<file path="src/rtl/proposal_sram_pkg.sv">
// Shared constants, clear-FSM state type and byte-mask expansion for the proposal SRAM.
package proposal_sram_pkg;

  localparam int BW_DEF         = 8;
  localparam int Q_DEF          = 16;
  localparam int ADDR_SPACE_DEF = 4;

  // Upper bounds for the mask expansion helper; instances must stay within them.
  localparam int MAX_BW = 32;
  localparam int MAX_Q  = 64;
  localparam int MAX_W  = MAX_BW * MAX_Q;

  typedef enum logic [0:0] {
    ST_IDLE  = 1'b0,
    ST_CLEAR = 1'b1
  } clr_state_e;

  function automatic logic [MAX_W-1:0] expand_mask(input logic [MAX_Q-1:0] mask, input int bw);
    logic [MAX_W-1:0] bits;
    bits = '0;
    for (int i = 0; i < MAX_Q; i++) begin
      for (int b = 0; b < MAX_BW; b++) begin
        if (b < bw) begin
          bits[i*bw + b] = mask[i];
        end
      end
    end
    return bits;
  endfunction

endpackage

</file>
<file path="src/rtl/proposal_sram_clr_ctrl.sv">
// Clear engine: walks every row once, one per cycle, and reports busy while doing so.
module proposal_sram_clr_ctrl
  import proposal_sram_pkg::*;
#(
  parameter int ADDR_SPACE = ADDR_SPACE_DEF
) (
  input  logic                  clk,
  input  logic                  rst,
  input  logic                  clr_start,
  output logic                  busy,
  output logic [ADDR_SPACE-1:0] ptr
);

  localparam logic [ADDR_SPACE-1:0] LAST_ROW = {ADDR_SPACE{1'b1}};

  clr_state_e            state_r;
  logic [ADDR_SPACE-1:0] ptr_r;
  logic                  busy_r;

  // State, row pointer and busy flag; reset forces a fresh clear from row 0.
  always_ff @(posedge clk) begin
    if (rst) begin
      state_r <= ST_CLEAR;
      ptr_r   <= '0;
      busy_r  <= 1'b1;
    end else begin
      case (state_r)
        ST_IDLE: begin
          if (clr_start) begin
            state_r <= ST_CLEAR;
            busy_r  <= 1'b1;
          end
          ptr_r <= '0;
        end
        ST_CLEAR: begin
          ptr_r <= ptr_r + {{(ADDR_SPACE-1){1'b0}}, 1'b1};
          if (ptr_r == LAST_ROW) begin
            state_r <= ST_IDLE;
            busy_r  <= 1'b0;
          end
        end
        default: begin
          state_r <= ST_IDLE;
          ptr_r   <= '0;
          busy_r  <= 1'b0;
        end
      endcase
    end
  end

  assign busy = busy_r;
  assign ptr  = ptr_r;

endmodule

</file>
<file path="src/rtl/proposal_sram_param.sv">
// Byte-maskable single-clock SRAM with registered read and a self-clearing engine.
// Define PROPOSAL_SRAM_BYPASS_EN for write-first same-address reads; default is read-first.
module proposal_sram_param
  import proposal_sram_pkg::*;
#(
  parameter int BW         = BW_DEF,
  parameter int Q          = Q_DEF,
  parameter int ADDR_SPACE = ADDR_SPACE_DEF
) (
  input  logic                  clk,
  input  logic                  rst,
  input  logic                  wsb,
  input  logic [BW*Q-1:0]       wdata,
  input  logic [Q-1:0]          bytemask,
  input  logic [ADDR_SPACE-1:0] waddr,
  input  logic                  ren,
  input  logic [ADDR_SPACE-1:0] raddr,
  input  logic                  clr_start,
  output logic [BW*Q-1:0]       rdata,
  output logic                  rvalid,
  output logic                  busy
);

  localparam int W     = BW * Q;
  localparam int DEPTH = 2 ** ADDR_SPACE;

  logic [W-1:0]          mem_r [DEPTH];
  logic [W-1:0]          rdata_r;
  logic                  rvalid_r;
  logic                  busy_s;
  logic [ADDR_SPACE-1:0] clr_ptr_s;
  logic [MAX_Q-1:0]      mask_ext_s;
  logic [W-1:0]          bitmask_s;
  logic [W-1:0]          merged_s;
  logic [W-1:0]          rd_word_s;
  logic                  wr_acc_s;
  logic                  rd_acc_s;

  proposal_sram_clr_ctrl #(
    .ADDR_SPACE (ADDR_SPACE)
  ) u_clr_ctrl (
    .clk       (clk),
    .rst       (rst),
    .clr_start (clr_start),
    .busy      (busy_s),
    .ptr       (clr_ptr_s)
  );

  assign wr_acc_s   = ~wsb & ~busy_s;
  assign rd_acc_s   = ren & ~busy_s;
  assign mask_ext_s = MAX_Q'(bytemask);
  assign bitmask_s  = W'(expand_mask(mask_ext_s, BW));
  assign merged_s   = (wdata & ~bitmask_s) | (mem_r[waddr] & bitmask_s);

  // Read source; the forwarding variant returns the word being written this edge.
  always_comb begin
    rd_word_s = mem_r[raddr];
`ifdef PROPOSAL_SRAM_BYPASS_EN
    if (wr_acc_s && (waddr == raddr)) begin
      rd_word_s = merged_s;
    end else begin
      rd_word_s = mem_r[raddr];
    end
`endif
  end

  // Storage: the clear engine owns the array while busy, external writes are dropped.
  always_ff @(posedge clk) begin
    if (busy_s) begin
      mem_r[clr_ptr_s] <= '0;
    end else if (wr_acc_s) begin
      mem_r[waddr] <= merged_s;
    end
  end

  // Read register: rdata holds between accepted reads, rvalid pulses per read.
  always_ff @(posedge clk) begin
    if (rst) begin
      rdata_r  <= '0;
      rvalid_r <= 1'b0;
    end else if (rd_acc_s) begin
      rdata_r  <= rd_word_s;
      rvalid_r <= 1'b1;
    end else begin
      rvalid_r <= 1'b0;
    end
  end

  assign rdata  = rdata_r;
  assign rvalid = rvalid_r;
  assign busy   = busy_s;

endmodule

</file>
<file path="config.mk">
export PLATFORM = sky130hd
export DESIGN_NAME = proposal_sram_param
export DESIGN_NICKNAME = d
export VERILOG_FILES = /design/src/rtl/proposal_sram_pkg.sv /design/src/rtl/proposal_sram_clr_ctrl.sv /design/src/rtl/proposal_sram_param.sv
export SDC_FILE = /design/constraint.sdc
export NUM_CORES = 2
export LEC_CHECK = 0
export CAP_MARGIN = 10
export CORE_MARGIN = 2
export CORE_UTILIZATION = 50
export CTS_CLUSTER_DIAMETER = 100
export DETAILED_ROUTE_END_ITERATION = 16
export PLACE_DENSITY = 0.68
export SETUP_SLACK_MARGIN = 0.02
export SYNTH_ARGS = -nofsm -noshare
export SYNTH_HDL_FRONTEND = slang
export SYNTH_SLANG_ARGS = --single-unit
</file>
<file path="constraint.sdc">
create_clock -name clk -period 7.9 [get_ports clk]
set_input_delay 1.58 -clock clk [delete_from_list [all_inputs] [get_ports clk]]
set_output_delay 1.58 -clock clk [all_outputs]
set_load 0.1 [all_outputs]
</file>
==> impl_metrics.tcl <==
set metrics [dict create \
    ys_ff_latch 2183 \
    start_util 0.504 \
    routed_wirelength_microns 283000 \
    path_class "in2reg" \
    dp_hpwl_microns 154000 \
    drtPass1Iterations 6 \
    finalNetCount 5573 \
    min_to "rdata[20]" \
    cts-root-buf "clkbuf_16" \
    synth_edf_count 2048 \
    tightest_slew_ps 1230 \
    async_reset_ff_frac 0 \
    yosysWarnings 0 \
    via_per_inst 6.78 \
    r2r_end "mem_r[15][47]" \
    wl_met2_microns 138000 \
    synth_fp_nets 5292 \
    ios 287 \
    required_ps 8350 \
    drv_slew 0 \
    drive_gt1_frac 0.248 \
    yosys-top-cells-count "2,048 x edfxtp_1, 816 x mux4_2, 640 x mux2i_1, 321 x a22oi_1, 198 x nand2_1" \
    overflow 0 \
    seqCellArea_sq_um 64200 \
    setup_viol 0 \
    fp.dieArea_sq_um 200000 \
    drt_first_iter_violations 6523 \
    synth_top_cell_by_area "edfxtp_1" \
    fin_area_sq_um 111000 \
    r2r_slack_ps 3870 \
    core_area_sq_um 195000 \
    maxCapViolCount 0 \
    hold_start "rdata[20]" \
    drtAntennaViolNets 0 \
    placed_area_sq_um 104000 \
    numCtsBuffers 217 \
    gp_congestion 0.795 \
    cts.sinks 2183 \
    crit_path_end_kind "register" \
    critPathMaxFanout 39 \
    peakVddDrop_mv 0.183 \
    outcome "completed" \
    grt_antenna_before_repair 12 \
    die_w_microns 448 \
    fin_crit_sh 0.676 \
    io_buffer_count 286 \
    synth_cells 5134 \
    r2r_cells 7 \
    power_per_cell_area_nw_per_um2 222 \
    cts_setup_buffers 0 \
    synth_flop_cell "edfxtp_1" \
    holdPathStages 2 \
    multi_input_area_sq_um 32200 \
    cts_resized 0 \
    h-tree-depth 4 \
    hold_buffers 0 \
    avgSynthCellArea_sq_um 19.2 \
    synth_most_common_cell "edfxtp_1" \
    fillerInstances 14500 \
    drc_errors 0 \
    vias 55900 \
    wl_met1_microns 107000 \
    yosysSeqAreaShare 0.652 \
    top_layer "met5" \
    cts_buffer_depth 3 \
    row_count 162 \
    layout-area-overhead-vs-synth_pct 13.2 \
    die_h_microns 448 \
    fin_ws_ps 2560 \
    total_power_mw 24.7 \
    fin_crit_ps 5340 \
    synth_top_area_frac 0.625 \
    critPathArrivalTime_ps 5800 \
    grt_pass1_vias 56700 \
    slew_headroom 0.181 \
    synth_area_sq_um 98400 \
    clock_latency_ps 860 \
    ys_types 45 \
    r2r-start "u_clr_ctrl.busy" \
    place_ws_ps 1790 \
    hold_violations 0 \
    hp-class "reg2reg" \
    finalClockSkew_ps 33.6 \
    wl_per_cell_microns 34.3 \
    grt_max_degree 122 \
    wl_met3_microns 24600 \
    track_usage 0.282 \
    rsz0062_at_grt "no" \
    crit_start "waddr[3]" \
    grt_pass1_wl_microns 403000 \
    fin_util 0.571 \
    leakagePower_nw 35.3 \
    clkSlewWorstSetupHoldPaths_ps 60 \
    critical_path.startpoint_type "input port" \
    timing.fmax_mhz 187 \
    ys_top_cells_by_area "edfxtp_1 62%, mux4_2 19%, mux2i_1 6.5%" \
    cts_tree "built" \
    whs_ps 470 \
]
metrics by stage:
| stage | TNS, ps | instances |
|---|---|---|
| after global placement | 0 | 7813 |
| after global routing | 0 | 8235 |
| after CTS | 0 | 8232 |
| final | 0 | 8240 |
| after detailed placement | 0 | 7820 |
| after floorplan | -1326490 | 5134 |
per-layer routing:
layer | vias up | track usage
met4 | 14 | 0.121
li1 | 22600 | -
met5 | - | 0
met2 | 2968 | 0.462
met3 | 519 | 0.0456
met1 | 29800 | 0.377
report_power, final:
part / internal (mW) / switching, mW / leakage, nW / total (mW)
Sequential: 12.7 / 0.0894 / 19.2 / 12.8
Clock: 5.86 / 4.38 / 3.45 / 10.2
Combinational: 0.699 / 0.921 / 12.7 / 1.62
kinds of logic after synthesis:
logic type	count (synthesis)	share of synthesized area
mux	1497	0.256
fa+ha+maj	1	0.000127
flops	2183	0.652
xor+xnor	2	0.000178
buf+inv	402	0.0223
simple gates	347	0.0155
compound gates	702	0.0532
layout make-up:
| cell class | instances | area share |
|---|---|---|
| clock inverters | 113 | 0.00922 |
| flip-flops and latches | 2183 | 0.576 |
| diodes | 8 | 0.000180 |
| repair buffers | 455 | 0.0410 |
| clock buffers | 299 | 0.0540 |
| multi-input cells | 2549 | 0.289 |
| inverters | 9 | 0.000382 |
| well taps | 2624 | 0.0295 |
cell usage in the layout, fill, tap and decap left out, types with 19 or more instances in the layout:
cell | Yosys | routed
clkdlybuf4s50_1 | 0 | 277
buf_4 | 84 | 135
a221oi_1 | 32 | 32
mux2_2 | 41 | 41
o21ai_0 | 64 | 49
nand3_1 | 27 | 27
clkbuf_16 | 0 | 222
dfxtp_1 | 135 | 135
nand2_1 | 198 | 198
o211ai_1 | 111 | 111
clkbuf_1 | 127 | 60
clkinv_1 | 0 | 37
o21ai_1 | 13 | 28
buf_12 | 0 | 34
a32oi_1 | 76 | 76
nor2_4 | 0 | 19
o21bai_1 | 20 | 20
clkinv_2 | 0 | 42
and2_1 | 27 | 24
nor2_1 | 58 | 39
edfxtp_1 | 2048 | 2048
a21oi_1 | 19 | 19
mux2i_1 | 640 | 640
a22oi_1 | 321 | 321
a221o_1 | 21 | 21
mux4_2 | 816 | 816
critical path: stages:
cell             delay [ps]
clkdlybuf4s50_1        1030
nor3b_2                 330
buf_4                   680
a32oi_1                 430
nor2_4                  240
buf_4                   620
buf_4                   790
worst max path at each step:
stage,to,slack (ps),cells after the start
after floorplan,mem_r[15][0],-670,7
after global placement,mem_r[15][36],1830,7
after detailed placement,mem_r[15][36],1790,7
after CTS,mem_r[15][43],2650,7
after global routing,mem_r[15][43],2580,7
final,mem_r[15][47],2560,7
state kept, by name, summed over array words and instances, names as in the netlist:
| signal | count |
|---|---|
| u_clr_ctrl.state_r | 1 |
| u_clr_ctrl.ptr | 4 |
| mem_r | 2048 |
| u_clr_ctrl.busy | 1 |
| rdata | 128 |
| rvalid | 1 |
Note: power is estimated with default switching activity, not from simulation.
